`src/rtl/hawk_multich_ctrl_unit_if.sv`:
```
// hawk_multich_ctrl_unit_if
// Bundles every non-clock/reset signal of the multi-channel hawk control unit.
//   init_*      : ATT / free-list bring-up handshake
//   req_*       : per-channel CPU requests (channel k at [k*PPN_W +: PPN_W])
//   lkup_*      : ATT lookup request towards the page manager
//   rsp_*       : lookup response from the page manager
//   infl_*      : inflation (decompress) handshake
//   ovrd_*, err_code_o : per-channel result pulses and held PPA
//   busy_o      : controller is not idle in arbitration
// modport master : the control unit
// modport slave  : the surrounding CPU channels / page manager / page writer
interface hawk_multich_ctrl_unit_if #(
    parameter int NUM_CH = 2,
    parameter int PPN_W  = 52
);
    localparam int CH_W = ($clog2(NUM_CH) > 1) ? $clog2(NUM_CH) : 1;

    logic                      init_att_done_i;
    logic                      init_list_done_i;
    logic                      init_att_o;
    logic                      init_list_o;
    logic [NUM_CH-1:0]         req_valid_i;
    logic [NUM_CH*PPN_W-1:0]   req_hppa_i;
    logic                      lkup_valid_o;
    logic                      lkup_ready_i;
    logic [PPN_W-1:0]          lkup_hppa_o;
    logic [CH_W-1:0]           lkup_ch_o;
    logic                      rsp_valid_i;
    logic                      rsp_allow_i;
    logic                      rsp_infl_i;
    logic [PPN_W-1:0]          rsp_ppa_i;
    logic                      infl_valid_o;
    logic                      infl_ready_i;
    logic                      infl_done_i;
    logic [NUM_CH-1:0]         ovrd_valid_o;
    logic [NUM_CH*PPN_W-1:0]   ovrd_ppa_o;
    logic [NUM_CH-1:0]         ovrd_err_o;
    logic [1:0]                err_code_o;
    logic                      busy_o;

    modport master (
        input  init_att_done_i, init_list_done_i, req_valid_i, req_hppa_i,
               lkup_ready_i, rsp_valid_i, rsp_allow_i, rsp_infl_i, rsp_ppa_i,
               infl_ready_i, infl_done_i,
        output init_att_o, init_list_o, lkup_valid_o, lkup_hppa_o, lkup_ch_o,
               infl_valid_o, ovrd_valid_o, ovrd_ppa_o, ovrd_err_o, err_code_o,
               busy_o
    );

    modport slave (
        output init_att_done_i, init_list_done_i, req_valid_i, req_hppa_i,
               lkup_ready_i, rsp_valid_i, rsp_allow_i, rsp_infl_i, rsp_ppa_i,
               infl_ready_i, infl_done_i,
        input  init_att_o, init_list_o, lkup_valid_o, lkup_hppa_o, lkup_ch_o,
               infl_valid_o, ovrd_valid_o, ovrd_ppa_o, ovrd_err_o, err_code_o,
               busy_o
    );
endinterface

```
`src/rtl/hawk_multich_ctrl_unit.sv`:
```
// hawk_multich_ctrl_unit
// Brings up the ATT and free lists, then serves NUM_CH CPU request channels
// round-robin. Each grant performs an ATT lookup, optionally retried through
// inflation, and ends in a one-cycle per-channel success or error pulse.
// Ports:
//   clk_i  : clock, rising edge
//   rst_i  : synchronous active-high reset
//   bus    : hawk_multich_ctrl_unit_if.master (all request/lookup/result signals)
//
// state     | meaning
// ----------+---------------------------------------------------
// INIT      | waiting for ATT and list init done
// ARB       | idle, round-robin search for a requesting channel
// LKP_REQ   | lookup request presented, waiting for ready
// WAIT_RSP  | waiting for lookup response, timeout running
// INFL_REQ  | inflation request presented, waiting for ready
// INFL_WAIT | waiting for inflation completion
// RELEASE   | one-cycle result pulse, then back to ARB
module hawk_multich_ctrl_unit #(
    parameter int NUM_CH    = 2,
    parameter int PPN_W     = 52,
    parameter int TIMEOUT   = 1024,
    parameter int MAX_RETRY = 2
) (
    input  logic                     clk_i,
    input  logic                     rst_i,
    hawk_multich_ctrl_unit_if.master bus
);
    localparam int CH_W = ($clog2(NUM_CH) > 1) ? $clog2(NUM_CH) : 1;
    localparam int TM_W = $clog2(TIMEOUT);
    localparam int RT_W = $clog2(MAX_RETRY + 1);

    typedef enum logic [2:0] {
        S_INIT, S_ARB, S_LKP_REQ, S_WAIT_RSP, S_INFL_REQ, S_INFL_WAIT, S_RELEASE
    } state_t;

    state_t                  state_q;
    logic                    init_att_q, init_list_q, busy_q;
    logic                    lkup_valid_q, infl_valid_q;
    logic [CH_W-1:0]         ptr_q, ch_q;
    logic [PPN_W-1:0]        hppa_q;
    logic [RT_W-1:0]         retry_q;
    logic [TM_W-1:0]         timer_q;
    logic [NUM_CH-1:0]       ovrd_valid_q, ovrd_err_q;
    logic [1:0]              err_code_q;
    logic [NUM_CH*PPN_W-1:0] ovrd_ppa_q;

    logic                    arb_hit_d;
    logic [CH_W-1:0]         arb_ch_d, ptr_d;
    logic [PPN_W-1:0]        arb_hppa_d;
    logic [NUM_CH-1:0]       ch_oh;
    logic                    att_seen, list_seen;
    int                      idx;

    // Search offsets from the highest down so the closest channel to ptr
    // is the one left standing.
    always_comb begin
        arb_hit_d = 1'b0;
        arb_ch_d  = '0;
        idx       = 0;
        for (int i = NUM_CH - 1; i >= 0; i--) begin
            idx = int'(ptr_q) + i;
            if (idx >= NUM_CH) idx = idx - NUM_CH;
            if (bus.req_valid_i[idx]) begin
                arb_hit_d = 1'b1;
                arb_ch_d  = CH_W'(idx);
            end
        end
        arb_hppa_d = bus.req_hppa_i[int'(arb_ch_d)*PPN_W +: PPN_W];
        ptr_d      = (int'(arb_ch_d) == NUM_CH - 1) ? '0 : arb_ch_d + 1'b1;
    end

    assign ch_oh     = {{(NUM_CH-1){1'b0}}, 1'b1} << ch_q;
    assign att_seen  = bus.init_att_done_i || !init_att_q;
    assign list_seen = bus.init_list_done_i || !init_list_q;

    always_ff @(posedge clk_i) begin
        if (rst_i) begin
            state_q      <= S_INIT;
            init_att_q   <= 1'b1;
            init_list_q  <= 1'b1;
            busy_q       <= 1'b1;
            lkup_valid_q <= 1'b0;
            infl_valid_q <= 1'b0;
            ptr_q        <= '0;
            ch_q         <= '0;
            hppa_q       <= '0;
            retry_q      <= '0;
            timer_q      <= '0;
            ovrd_valid_q <= '0;
            ovrd_err_q   <= '0;
            err_code_q   <= 2'b00;
            ovrd_ppa_q   <= '0;
        end else begin
            // Result pulses last exactly the RELEASE cycle.
            ovrd_valid_q <= '0;
            ovrd_err_q   <= '0;
            err_code_q   <= 2'b00;
            case (state_q)
                S_INIT: begin
                    if (bus.init_att_done_i)  init_att_q  <= 1'b0;
                    if (bus.init_list_done_i) init_list_q <= 1'b0;
                    if (att_seen && list_seen) begin
                        state_q <= S_ARB;
                        busy_q  <= 1'b0;
                    end
                end
                S_ARB: begin
                    if (arb_hit_d) begin
                        ch_q         <= arb_ch_d;
                        hppa_q       <= arb_hppa_d;
                        retry_q      <= '0;
                        ptr_q        <= ptr_d;
                        lkup_valid_q <= 1'b1;
                        busy_q       <= 1'b1;
                        state_q      <= S_LKP_REQ;
                    end
                end
                S_LKP_REQ: begin
                    if (bus.lkup_ready_i) begin
                        lkup_valid_q <= 1'b0;
                        timer_q      <= '0;
                        state_q      <= S_WAIT_RSP;
                    end
                end
                S_WAIT_RSP: begin
                    // A response always beats a timeout landing on the same cycle.
                    if (bus.rsp_valid_i) begin
                        if (bus.rsp_allow_i) begin
                            ovrd_ppa_q[int'(ch_q)*PPN_W +: PPN_W] <= bus.rsp_ppa_i;
                            ovrd_valid_q <= ch_oh;
                            state_q      <= S_RELEASE;
                        end else if (bus.rsp_infl_i && (retry_q < RT_W'(MAX_RETRY))) begin
                            infl_valid_q <= 1'b1;
                            state_q      <= S_INFL_REQ;
                        end else begin
                            ovrd_err_q <= ch_oh;
                            err_code_q <= bus.rsp_infl_i ? 2'b11 : 2'b01;
                            state_q    <= S_RELEASE;
                        end
                    end else if (timer_q == TM_W'(TIMEOUT - 1)) begin
                        ovrd_err_q <= ch_oh;
                        err_code_q <= 2'b10;
                        state_q    <= S_RELEASE;
                    end else begin
                        timer_q <= timer_q + 1'b1;
                    end
                end
                S_INFL_REQ: begin
                    if (bus.infl_ready_i) begin
                        infl_valid_q <= 1'b0;
                        state_q      <= S_INFL_WAIT;
                    end
                end
                S_INFL_WAIT: begin
                    if (bus.infl_done_i) begin
                        retry_q      <= retry_q + 1'b1;
                        lkup_valid_q <= 1'b1;
                        state_q      <= S_LKP_REQ;
                    end
                end
                S_RELEASE: begin
                    busy_q  <= 1'b0;
                    state_q <= S_ARB;
                end
                default: begin
                    busy_q  <= 1'b1;
                    state_q <= S_INIT;
                end
            endcase
        end
    end

    assign bus.init_att_o   = init_att_q;
    assign bus.init_list_o  = init_list_q;
    assign bus.busy_o       = busy_q;
    assign bus.lkup_valid_o = lkup_valid_q;
    assign bus.lkup_hppa_o  = hppa_q;
    assign bus.lkup_ch_o    = ch_q;
    assign bus.infl_valid_o = infl_valid_q;
    assign bus.ovrd_valid_o = ovrd_valid_q;
    assign bus.ovrd_err_o   = ovrd_err_q;
    assign bus.err_code_o   = err_code_q;
    assign bus.ovrd_ppa_o   = ovrd_ppa_q;
endmodule

```
`src/flat_wrapper.sv`:
```
// flat-port wrapper written by rule: the top's interface ports become plain ports
module hawk_multich_ctrl_unit_flat 
#(
    parameter int NUM_CH    = 2,
    parameter int PPN_W     = 52,
    parameter int TIMEOUT   = 1024,
    parameter int MAX_RETRY = 2
)
  (clk_i, rst_i, bus_init_att_done_i, bus_init_list_done_i, bus_req_valid_i, bus_req_hppa_i, bus_lkup_ready_i, bus_rsp_valid_i, bus_rsp_allow_i, bus_rsp_infl_i, bus_rsp_ppa_i, bus_infl_ready_i, bus_infl_done_i, bus_init_att_o, bus_init_list_o, bus_lkup_valid_o, bus_lkup_hppa_o, bus_lkup_ch_o, bus_infl_valid_o, bus_ovrd_valid_o, bus_ovrd_ppa_o, bus_ovrd_err_o, bus_err_code_o, bus_busy_o);
  hawk_multich_ctrl_unit_if #(.NUM_CH(NUM_CH), .PPN_W(PPN_W)) bus_i ();
  input  logic clk_i;
  input  logic rst_i;
  input wire logic [$bits(bus_i.init_att_done_i)-1:0] bus_init_att_done_i;
  input wire logic [$bits(bus_i.init_list_done_i)-1:0] bus_init_list_done_i;
  input wire logic [$bits(bus_i.req_valid_i)-1:0] bus_req_valid_i;
  input wire logic [$bits(bus_i.req_hppa_i)-1:0] bus_req_hppa_i;
  input wire logic [$bits(bus_i.lkup_ready_i)-1:0] bus_lkup_ready_i;
  input wire logic [$bits(bus_i.rsp_valid_i)-1:0] bus_rsp_valid_i;
  input wire logic [$bits(bus_i.rsp_allow_i)-1:0] bus_rsp_allow_i;
  input wire logic [$bits(bus_i.rsp_infl_i)-1:0] bus_rsp_infl_i;
  input wire logic [$bits(bus_i.rsp_ppa_i)-1:0] bus_rsp_ppa_i;
  input wire logic [$bits(bus_i.infl_ready_i)-1:0] bus_infl_ready_i;
  input wire logic [$bits(bus_i.infl_done_i)-1:0] bus_infl_done_i;
  output wire logic [$bits(bus_i.init_att_o)-1:0] bus_init_att_o;
  output wire logic [$bits(bus_i.init_list_o)-1:0] bus_init_list_o;
  output wire logic [$bits(bus_i.lkup_valid_o)-1:0] bus_lkup_valid_o;
  output wire logic [$bits(bus_i.lkup_hppa_o)-1:0] bus_lkup_hppa_o;
  output wire logic [$bits(bus_i.lkup_ch_o)-1:0] bus_lkup_ch_o;
  output wire logic [$bits(bus_i.infl_valid_o)-1:0] bus_infl_valid_o;
  output wire logic [$bits(bus_i.ovrd_valid_o)-1:0] bus_ovrd_valid_o;
  output wire logic [$bits(bus_i.ovrd_ppa_o)-1:0] bus_ovrd_ppa_o;
  output wire logic [$bits(bus_i.ovrd_err_o)-1:0] bus_ovrd_err_o;
  output wire logic [$bits(bus_i.err_code_o)-1:0] bus_err_code_o;
  output wire logic [$bits(bus_i.busy_o)-1:0] bus_busy_o;
  assign bus_i.init_att_done_i = bus_init_att_done_i;
  assign bus_i.init_list_done_i = bus_init_list_done_i;
  assign bus_i.req_valid_i = bus_req_valid_i;
  assign bus_i.req_hppa_i = bus_req_hppa_i;
  assign bus_i.lkup_ready_i = bus_lkup_ready_i;
  assign bus_i.rsp_valid_i = bus_rsp_valid_i;
  assign bus_i.rsp_allow_i = bus_rsp_allow_i;
  assign bus_i.rsp_infl_i = bus_rsp_infl_i;
  assign bus_i.rsp_ppa_i = bus_rsp_ppa_i;
  assign bus_i.infl_ready_i = bus_infl_ready_i;
  assign bus_i.infl_done_i = bus_infl_done_i;
  assign bus_init_att_o = bus_i.init_att_o;
  assign bus_init_list_o = bus_i.init_list_o;
  assign bus_lkup_valid_o = bus_i.lkup_valid_o;
  assign bus_lkup_hppa_o = bus_i.lkup_hppa_o;
  assign bus_lkup_ch_o = bus_i.lkup_ch_o;
  assign bus_infl_valid_o = bus_i.infl_valid_o;
  assign bus_ovrd_valid_o = bus_i.ovrd_valid_o;
  assign bus_ovrd_ppa_o = bus_i.ovrd_ppa_o;
  assign bus_ovrd_err_o = bus_i.ovrd_err_o;
  assign bus_err_code_o = bus_i.err_code_o;
  assign bus_busy_o = bus_i.busy_o;
  hawk_multich_ctrl_unit #(.NUM_CH(NUM_CH), .PPN_W(PPN_W), .TIMEOUT(TIMEOUT), .MAX_RETRY(MAX_RETRY)) u_core (.clk_i(clk_i), .rst_i(rst_i), .bus(bus_i));
endmodule
```
`config.mk`:
```
export PLATFORM = sky130hd
export DESIGN_NAME = hawk_multich_ctrl_unit_flat
export DESIGN_NICKNAME = d
export VERILOG_FILES = /design/src/rtl/hawk_multich_ctrl_unit_if.sv /design/src/rtl/hawk_multich_ctrl_unit.sv /design/src/flat_wrapper.sv
export SDC_FILE = /design/constraint.sdc
export NUM_CORES = 1
export LEC_CHECK = 0
export ABC_AREA = 1
export BUFFER_PORTS_ARGS = -buffer_cell sky130_fd_sc_hd__buf_2
export CAP_MARGIN = 15
export CORE_AREA = 5 5 139 141
export CTS_CLUSTER_SIZE = 8
export DETAILED_ROUTE_END_ITERATION = 10
export DIE_AREA = 0 0 144 146
export HOLD_SLACK_MARGIN = 0.12
export PLACE_DENSITY_LB_ADDON = 0.3
export SETUP_SLACK_MARGIN = 0.1
export SYNTH_ARGS = -nofsm -noshare
export SYNTH_HDL_FRONTEND = slang
export SYNTH_SLANG_ARGS = --single-unit
```
`constraint.sdc`:
```
create_clock -name clk_i -period 1.36 [get_ports clk_i]
set_input_delay 0.136 -clock clk_i [delete_from_list [all_inputs] [get_ports clk_i]]
set_output_delay 0.136 -clock clk_i [all_outputs]
set_load 0.02 [all_outputs]
```
## Yosys cells after proc, flatten, opt, wreduce, memory -nomap -nowiden

Index checks and enable logic that the tools add are counted.

- Bits of input ports: 168
- Logic and storage cells: 130
- Bits in registers: 184

- $mul: 2
- Magnitude comparators: 5
- Eq/ne operators: 18
- Mux-type cells: 51
- Reductions and logical operators: 24
- Add/subtract/negate cells: 7
- Bitwise gates (word level): 4
- Shifts and indexed selects: 4

Operators by type and width:

| kind | count |
|---|---|
| $bwmux 104 | 1 |
| $shift 52x33->104 const A | 1 |
| $shiftx 104x32->52 | 1 |
| $shiftx 52x33->104 | 1 |
| $lt 32x3->1 const B | 2 |
| $mux 32 | 2 |
| $neg 32->33 | 1 |
| $ge 32x3->1 const B | 1 |
| $sub 32x3->32 const B | 1 |
| $mux 10 | 3 |
| $mux 2 | 12 |
| $mux 3 | 8 |
| $pmux 3 s7 | 1 |
| $pmux 10 s2 | 1 |
| $mux 1 | 19 |
| $ne 2x2->1 const B | 7 |
| $add 10x1->10 const B | 1 |
| $eq 10x10->1 const B | 1 |
| $mul 1x4->5 const B | 2 |
| $eq 3x3->1 const B | 3 |
| $reduce_and 3->1 | 3 |
| $reduce_and 4->1 | 2 |
| $reduce_or 4->1 | 2 |
| $eq 3x2->1 const B | 2 |
| other kinds (25) | 37 |

## Depth between registers and ports, before layout

Gate-level depths: netlist (run 1).

- Word-level depth: 10
- Mapped depth: 10
- Mapped depth without buffers: 9

## Worst setup path before layout (run 1)

No wires, ideal clock.

- Kind: register to register
- Start: register u_core.timer_q[0]
- End: register u_core.timer_q[9]
- Library setup time: 0.109 ns
- Setup slack: -0.065 ns
- Data arrival time: 1.316 ns
- Stages on the path, launching flop included: 10
- Cell sequence: dfxtp_1 ha_1 nand2_1 nor2_2 nand4_1 nand2_2 buf_6 o21bai_2 nand2_1 inv_1

- Word-level cells in the longest chain between the ends: 4
- Elaborated cells on any way between the ends: 7

Ends and longest elaborated chain:

| what | line | source |
|---|---|---|
| from (decl) | hawk_multich_ctrl_unit.sv:43 | `logic [TM_W-1:0] timer_q;` |
| from (signal assigned) | hawk_multich_ctrl_unit.sv:146 | `timer_q <= timer_q + 1'b1;` |
| $add 10x1->10 | hawk_multich_ctrl_unit.sv:146 |  |
| $mux 10 | hawk_multich_ctrl_unit.sv:141 | `end else if (timer_q == TM_W'(TIMEOUT - 1)) begin` |
| $mux 10 | hawk_multich_ctrl_unit.sv:128 | `if (bus.rsp_valid_i) begin` |
| $pmux 10 s2 | hawk_multich_ctrl_unit.sv:99 | `case (state_q)` |

Several ways; a longest one is shown, not always the timed one. The select of a mux whose other input is x is not followed.
A chain may end at the register's enable or synchronous reset.

## Worst setup path in the final report (run 1)

- Start: register u_core.state_q[1]
- End: register u_core.hppa_q[26] (netlist: u_core.bus.lkup_hppa_o[26])

- Word-level cells in the longest chain between the ends: 2

Ends and longest elaborated chain:

| what | line | source |
|---|---|---|
| from (decl) | hawk_multich_ctrl_unit.sv:37 | `state_t state_q;` |
| from (signal assigned) | hawk_multich_ctrl_unit.sv:79 | `state_q <= S_INIT;` |
| from (signal assigned) | hawk_multich_ctrl_unit.sv:104 | `state_q <= S_ARB;` |
| from (signal assigned) | hawk_multich_ctrl_unit.sv:116 | `state_q <= S_LKP_REQ;` |
| $eq 3x1->1 | hawk_multich_ctrl_unit.sv:99 |  |
| $reduce_and 2->1 (no source line) | n/a |  |
| to (signal assigned) | hawk_multich_ctrl_unit.sv:111 | `hppa_q <= arb_hppa_d;` |
| to (decl) | hawk_multich_ctrl_unit.sv:41 | `logic [PPN_W-1:0] hppa_q;` |

Every way passes these cells.

==> summary.md, run 1 <==
| Metric | Value |
|---|---|
| Max Freq | roughly 620 MHz |
| Crit path kind | reg -> reg |
| Commonest cells in the netlist | dfxtp_1, inv_1, a21oi_1 |
| Syn Nets | about 1.1k |
| Post-Layout Cell Count | around 1.8k |
| CORE AREA | 17800 sq um |
| H-tree depth | 4 |
| Largest net degree at the start of global routing | between 60 and 70 |
| Avg Synthesized Cell Area | about 8 sq um |
| Clock Skew | 0.0159 ns |
| Top cell type's share of synthesized area | between 40% and 50% |
| Ports | between 300 and 400 |
| Fin nets | 1691 |
| WP data arrival | 1.94 ns |
| Most numerous cell in the Yosys netlist | dfxtp_1 |
| CTS tree | done |
| FF-to-FF Start | u_core.state_q[1]$_SDFFE_PP0P_ |
| Gpl congestion | between 0.8 and 0.9 |
| Synth Register Bits | roughly 180 |
| Drc violations | 0 |
| Failing checks | negative setup slack |
| DP Cell Count | 1512 |
| Dpl hpwl | 17200 um |
| Clock Tree Buf Depth | 2 |
| Grt ovf | 0 |
| Min Tclk post-route | between 1.5 and 2 ns |
| Fillers | 986 |
| Pwr Total | ~18 mW |
| CP Max Fanout | 6 |
| CP Capture Type | register |
| RR Endpoint | u_core.bus.lkup_hppa_o[26]$_SDFFE_PP0P_ |
| Initial drt markers | around 760 |
| Met2 Use GR | between 40% and 50% |
| Routed wire length | approximately 36000 um |
| Leakage | 5.99 nW |
| Worst setup path endpoint | u_core.bus.lkup_hppa_o[26]$_SDFFE_PP0P_ |
| Power per Cell Area | roughly 1300 nW/um^2 |
| Area delta synth->final | 86.9% |
| Synth Warn # | 0 |
| Grt met3 use | between 7 and 8% |
| Layout cell share with drive strength beyond 1 | 46.6% |
| Clock Latency Late Sink | around 0.43 ns |
| RSZ-0062 raised after global routing | true |
| Initial antenna violation count | 0 |
| Status | finished with violations |
| Hold crit path type | in -> reg |
| Total CTS buffers | 17 |
| Die ar. | roughly 21000 sq um |
| Sequential Area | 3700 sq um |
| Synth top area cells | dfxtp_1, a21oi_1, inv_1 |
| Cells after Synth | 957 |
| Maximum vdd drop | ~0.92 mV |
| Yosys cell types | 28 |
| Sequential share of the synthesized area | between 40% and 50% |
| Die X | roughly 140 um |
| TNS Setup | -13.77 ns |
| Number of vias per cell | around 5.6 |
| Root Buffer | clkbuf_16 |
| Critical path data required time | ~1.7 ns |
| Area of the multi-input gates | slightly below 4000 sq um |
| Critical path launch point | u_core.state_q[1]$_SDFFE_PP0P_ |
| Post-synth EDFFs | 0 |
| Starting Density | 42.1% |
| Final worst-path cycle share | 118% |
| PnR worst setup slack | -0.251 ns |
| Gr usage total | between 20% and 30% |
| IO buf count | between 300 and 400 |
| Most common flop cell mapped by yosys | dfxtp_1 |
| Cell Area, Placed | 9780 sq um |
| Post-synth ARST share | 0% |
| Hold Fails Final Rpt | 0 |
| Routed via count | a little under 10k |
| Slew @ Worst Pin | 0.494 ns |
| Reg2reg path depth | 8 |
| Max-slew headroom | ~67% |
| Clock transition at the registers of the reported paths | around 0.08 ns |
| Setup slack, reg-to-reg | -0.25 ns |
| Mapped Area | 7500 sq um |
| Slew Limit Fails | 0 |
| Final Cell Area | between 10000 and 15000 sq um |
| Final setup viols | 157 |
| GRT Max-Usage Layer | met2 |
| Routed len/inst | 20.6 um |
| Met1 usage | roughly a third |
| Pre-CTS setup slack | -0.0882 ns |
| Synth area leader | dfxtp_1 |
| Die height | 146 um |
| Routed Antenna Nets | 0 |
| DR pass1 iterations | 7 |
| First-pass GRT wire length | ~47000 um |
| Max_cap viols | 0 |
| Vias in the first global route | about 9.2k |
| Clock Sinks | 184 |
| Worst setup SP type | register |
| Row count | just under 50 |
## how the worst min path moves through the flow
stage                      from                              endpoint  cells after the start
6_report        bus_rsp_allow_i   u_core.bus.err_code_o[0]$_SDFF_PP0_                      5
3_3_place_gp   bus_infl_ready_i  u_core.bus.infl_valid_o$_SDFFE_PP0P_                      2
3_5_place_dp   bus_infl_ready_i  u_core.bus.infl_valid_o$_SDFFE_PP0P_                      2
2_1_floorplan  bus_infl_ready_i  u_core.bus.infl_valid_o$_SDFFE_PP0P_                      1
5_1_grt         bus_infl_done_i  u_core.bus.lkup_valid_o$_SDFFE_PP0P_                      5
4_1_cts         bus_infl_done_i  u_core.bus.lkup_valid_o$_SDFFE_PP0P_                      5
## cell usage in the layout, fill, tap and decap left out, drive strengths merged
master       synthesis  routed
buf                 33     444
dfxtp              184     184
dlygate4sd3          0     162
inv                135     143
o21ai              119     119
a21oi              116     116
nand2               99      99
nand3               75      77
nand4               54      54
a31oi               54      54
nor2                32      32
clkbuf              43      31
clkinv               0       7
xor2                 4       4
a22oi                3       3
nand3b               2       2
diode                0       1
a211oi               1       1
nor3                 1       1
o21bai               1       1
ha                   1       1
## area by class of cell
type | count | share of cell area (%)
clock buffer | 17 | 3.03
antenna | 1 | 0.0178
multi-input combinational | 564 | 27.8
timing repair buffer | 620 | 35.9
tap | 229 | 2.04
sequential | 184 | 26.4
clock inverter | 15 | 1.11
inverter | 135 | 3.72
## logic make-up (layout without fill, tap and decap cells)
logic type	count (synthesis)	after routing	share of synthesized area, %
AO/OA/AOI/OAI	294	294	20.8
AND/OR/NAND/NOR	263	265	17.0
buffers and inverters	211	787	12.5
flip-flops	184	184	49.1
XOR/XNOR	4	4	0.467
adder cells (fa/ha/maj)	1	1	0.167
other	0	1	0
## stage by stage
step           util [%]  hold WS [ns]
6_report           78.6         0.174
5_1_grt            78.6         0.189
4_1_cts            70.3         0.126
3_5_place_dp       54.8         0.360
3_3_place_gp       54.8         0.355
2_1_floorplan         -         0.232
## what timing repair did
item                                   4_1_cts  5_1_grt
gates resized for setup                     90      284
pin swaps                                   27       47
setup buffers                               14       19
cloned                                      10       15
hold buffers                               162        0
endpoints found under the hold margin      161        0
setup endpoints to repair                  175      184
## sequential cells by signal, summed over array words and instances (netlist names), 2 cells and up
register	cells
u_core.bus.err_code_o	2
u_core.bus.ovrd_valid_o	2
u_core.retry_q	2
u_core.timer_q	10
u_core.bus.ovrd_ppa_o	104
u_core.bus.lkup_hppa_o	52
u_core.bus.ovrd_err_o	2
u_core.state_q	3
## critical path, cell delays in order (launching register included)
cell     delay, ns
dfxtp_4       0.37
nor2_4        0.13
nand2_2       0.08
nor2_4        0.14
buf_6         0.14
buf_6         0.11
buf_16        0.10
nand4_1       0.17
a31oi_1       0.28
## metal layers
| metal | wire length [um] | part of all wire (%) |
|---|---|---|
| met1 | 12900 | 35 |
| met2 | 17500 | 48 |
| met4 | 2270 | 6.2 |
| met5 | 0 | 0 |
| met3 | 3690 | 10 |
## report_power, final
part	leakage (nW)	internal [mW]	switching, mW	total, mW
clock network	0.288	2.47	2.49	4.96
logic	4.21	3.37	3.86	7.23
registers	1.49	5.92	0.371	6.29
total	5.99	11.8	6.72	18.5
(Power assumes the default switching activity.)
==> inputs of run 2 (changes only) <==
--- a/config.mk
+++ b/config.mk
@@ -6,7 +6,7 @@
 export NUM_CORES = 1
 export LEC_CHECK = 0
 export ABC_AREA = 1
-export BUFFER_PORTS_ARGS = -buffer_cell sky130_fd_sc_hd__buf_2
+export BUFFER_PORTS_ARGS = -buffer_cell sky130_fd_sc_hd__clkbuf_2
 export CAP_MARGIN = 15
 export CORE_AREA = 5 5 139 141
 export CTS_CLUSTER_SIZE = 8
@@ -15,6 +15,7 @@
 export HOLD_SLACK_MARGIN = 0.12
 export PLACE_DENSITY_LB_ADDON = 0.3
 export SETUP_SLACK_MARGIN = 0.1
+export SLEW_MARGIN = 20
 export SYNTH_ARGS = -nofsm -noshare
 export SYNTH_HDL_FRONTEND = slang
 export SYNTH_SLANG_ARGS = --single-unit
==> run 2 against run 1 <==
Against the previous run: the flow still finishes with violations (negative setup slack); utilization is 0.15 points lower; count of clock-buffer cells in the layout stayed put; first-iteration DRC count is 4.6% higher; clock power is 9.9% higher; global-route usage is 0.30 points lower; sequential share of layout area is 0.094 points higher; sequential cell count stayed put; setup slack better by 0.015 ns; critical endpoint is now u_core.bus.ovrd_ppa_o[79]$_SDFFE_PP0P_.
==> summary.md, run 2 (synthesized netlist as in run 1, its figures left out) <==
| Metric | Value |
|---|---|
| Fin nets | 1686 (-0.30%) |
| DR pass1 iterations | 6 (-1) |
| RSZ-0062 raised after global routing | true |
| Area delta synth->final | 86.5% |
| Min-delay src | bus_lkup_ready_i |
| H-tree depth | 4 (unchanged) |
| Hold Fails Final Rpt | 0 (unchanged) |
| Routed via count | 9940 (+0.16%) |
| WHS | 0.150 ns (-0.0240 ns) |
| Crit-path cells | nand2_2 -> nor2_4 -> buf_6 -> nand3_4 -> clkbuf_16 -> buf_16 -> a21oi_1 |
| Drc violations | 0 (unchanged) |
| Worst setup SP type | register |
| WP data arrival | 1.93 ns (about the same) |
| Pre-CTS setup slack | -0.229 ns (-0.141 ns) |
| Min Tclk post-route | 1.60 ns (-0.0149 ns) |
| Initial drt markers | 793 (+4.6%) |
| Most frequent cells in the layout | clkbuf_2, dfxtp_1, dlygate4sd3_1 |
| Reg2reg path depth | 7 (-1) |
| Largest net degree at the start of global routing | 56 (-13%) |
| Setup slack, reg-to-reg | -0.24 ns (about the same) |
| CP Max Fanout | 13 (+7) |
| Layout cell share with drive strength beyond 1 | 44.8% (-1.8 points) |
| Routed Antenna Nets | 0 (unchanged) |
| IO buf count | 335 (unchanged) |
| Crit path kind | reg -> reg |
| Cell Area, Placed | 9720 sq um (-0.64%) |
| PnR worst setup slack | -0.237 ns (+0.0149 ns) |
| Total CTS buffers | 17 (unchanged) |
| Fillers | 984 (-0.20%) |
| Gpl congestion | 0.834 (-3.5%) |
| Max Freq | 626 MHz (+0.93%) |
| Leakage | 5.92 nW (-1.3%) |
| Starting Density | 42.1% (unchanged) |
| Number of vias per cell | 5.64 (+0.39%) |
| Grt ovf | 0 (unchanged) |
| CORE AREA | 17800 sq um (unchanged) |
| Maximum vdd drop | 0.980 mV (+6.4%) |
| Failing checks | negative setup slack |
| Status | finished with violations |
| Hold crit path type | in -> reg |
| Root Buffer | clkbuf_16 |
| Pwr Total | 18.6 mW (+0.82%) |
| Clock transition at the registers of the reported paths | 0.09 ns (about the same) |
| Die ar. | 21000 sq um (unchanged) |
| Vias in the first global route | 9246 (+0.48%) |
| Dpl hpwl | 17300 um (+0.25%) |
| Slew @ Worst Pin | 0.433 ns (-0.0614 ns) |
| Cell with the largest stage delay on the worst path | dfxtp_4 |
| Row count | 49 (unchanged) |
| Max-slew headroom | 71.2% (+4.1 points) |
| Power per Cell Area | 1330 nW/um^2 (+1.0%) |
| Initial antenna violation count | 1 (+1) |
| Routed len/inst | 21.1 um (+2.7%) |
| Max incr delay on CP | 0.39 ns (+0.02 ns) |
| Clock Skew | 0.0175 ns (+0.00158 ns) |
| Slew Limit Fails | 0 (unchanged) |
| Die height | 146 um (unchanged) |
| CP Capture Type | register |
| Die X | 144 um (unchanged) |
| Hold Path Stages | 4 (-1) |
| Ports | 336 (unchanged) |
| First-pass GRT wire length | 46800 um (-0.73%) |
| Critical path data required time | 1.69 ns (about the same) |
| Gr usage total | 27.6% (-0.30 points) |
| Clock Tree Buf Depth | 2 (unchanged) |
| Commonest non-fill, non-tap cell in the layout | clkbuf_2 |
| Clock Latency Late Sink | 0.44 ns (about the same) |
| FF-to-FF Start | u_core.state_q[1]$_SDFFE_PP0P_ |
| Largest register FFs | 104 (unchanged) |
| Final setup viols | 168 (+7.0%) |
| Clock Sinks | 184 (unchanged) |
| Routed wire length | 37200 um (+2.5%) |
| CTS tree | done |
| Hold EP | u_core.bus.lkup_valid_o$_SDFFE_PP0P_ |
| Final Cell Area | 14000 sq um (-0.19%) |
| RR Endpoint | u_core.bus.ovrd_ppa_o[79]$_SDFFE_PP0P_ |
| Final worst-path cycle share | 117% (-1.1 points) |
| Max_cap viols | 0 (unchanged) |
## run 2: cell count changes in the layout (fill, tap and decap cells not counted), sizes merged
cell      previous run  this run
bufinv               0         3
nand3               77        75
clkinv               7         3
clkbuf              31       367
clkinvlp             0         1
diode                1         2
buf                444       105
## run 2: layout make-up
type | instances | area (sq um) | area share (%)
antenna | 2 | 5.00 | 0.0358
tap | 229 | 287 | 2.05
timing repair buffer | 617 | 5030 | 35.9
clock buffer | 17 | 425 | 3.04
clock inverter | 15 | 205 | 1.47
multi-input combinational | 562 | 3830 | 27.3
inverter | 135 | 517 | 3.69
sequential | 184 | 3700 | 26.5
## run 2: worst max path at each step
stage                                                         to  slack (ns)                            from
final                     u_core.bus.ovrd_ppa_o[79]$_SDFFE_PP0P_       -0.24  u_core.state_q[1]$_SDFFE_PP0P_
after global routing      u_core.bus.ovrd_ppa_o[79]$_SDFFE_PP0P_       -0.29  u_core.state_q[1]$_SDFFE_PP0P_
after CTS                 u_core.bus.ovrd_ppa_o[84]$_SDFFE_PP0P_       -0.07  u_core.state_q[1]$_SDFFE_PP0P_
after detailed placement  u_core.bus.ovrd_ppa_o[67]$_SDFFE_PP0P_       -0.23  u_core.state_q[0]$_SDFFE_PP0P_
after global placement    u_core.bus.ovrd_ppa_o[54]$_SDFFE_PP0P_       -0.16  u_core.state_q[0]$_SDFFE_PP0P_
after floorplan                   u_core.timer_q[9]$_SDFFE_PP0P_        0.04  u_core.timer_q[1]$_SDFFE_PP0P_
## run 2: report_power, final
group	internal (mW)	switching (mW)
clock network	2.98	2.46
logic	3.17	3.70
registers	5.93	0.391
total	12.1	6.55
## run 2: worst max-delay path, delay by kind of cell, from the launching register on
kind	cells	cell delay, ns
and+or+nand+nor	3	0.34
buffers and inverters	3	0.49
AOI/OAI and AO/OA	1	0.27
DFF	1	0.39
## run 2: through the flow
step                cells  util, %  TNS [ns]
floorplan             957        -         0
global placement     1507     54.5    -14.44
detailed placement   1507     54.5    -23.90
CTS                  1720     70.5     -5.04
global route         1760     78.4    -30.18
finish               1761     78.5    -18.96
## run 2: timing repair
action | in CTS | in global routing
hold endpoints to repair | 163 | 2
hold buffers | 161 | 1
resized for setup | 164 | 187
gates cloned | 6 | 24
pin swaps | 10 | 40
setup buffers | 14 | 15
endpoints found under the setup margin | 182 | 184
## run 2: layer usage
metal	vias to the layer above	share of wire (%)	track usage, %
li1	4382	-	-
met1	4607	34	32.2
met5	-	0	0
met4	0	6.1	12.3
met3	181	11	8.02
met2	770	49	46.6
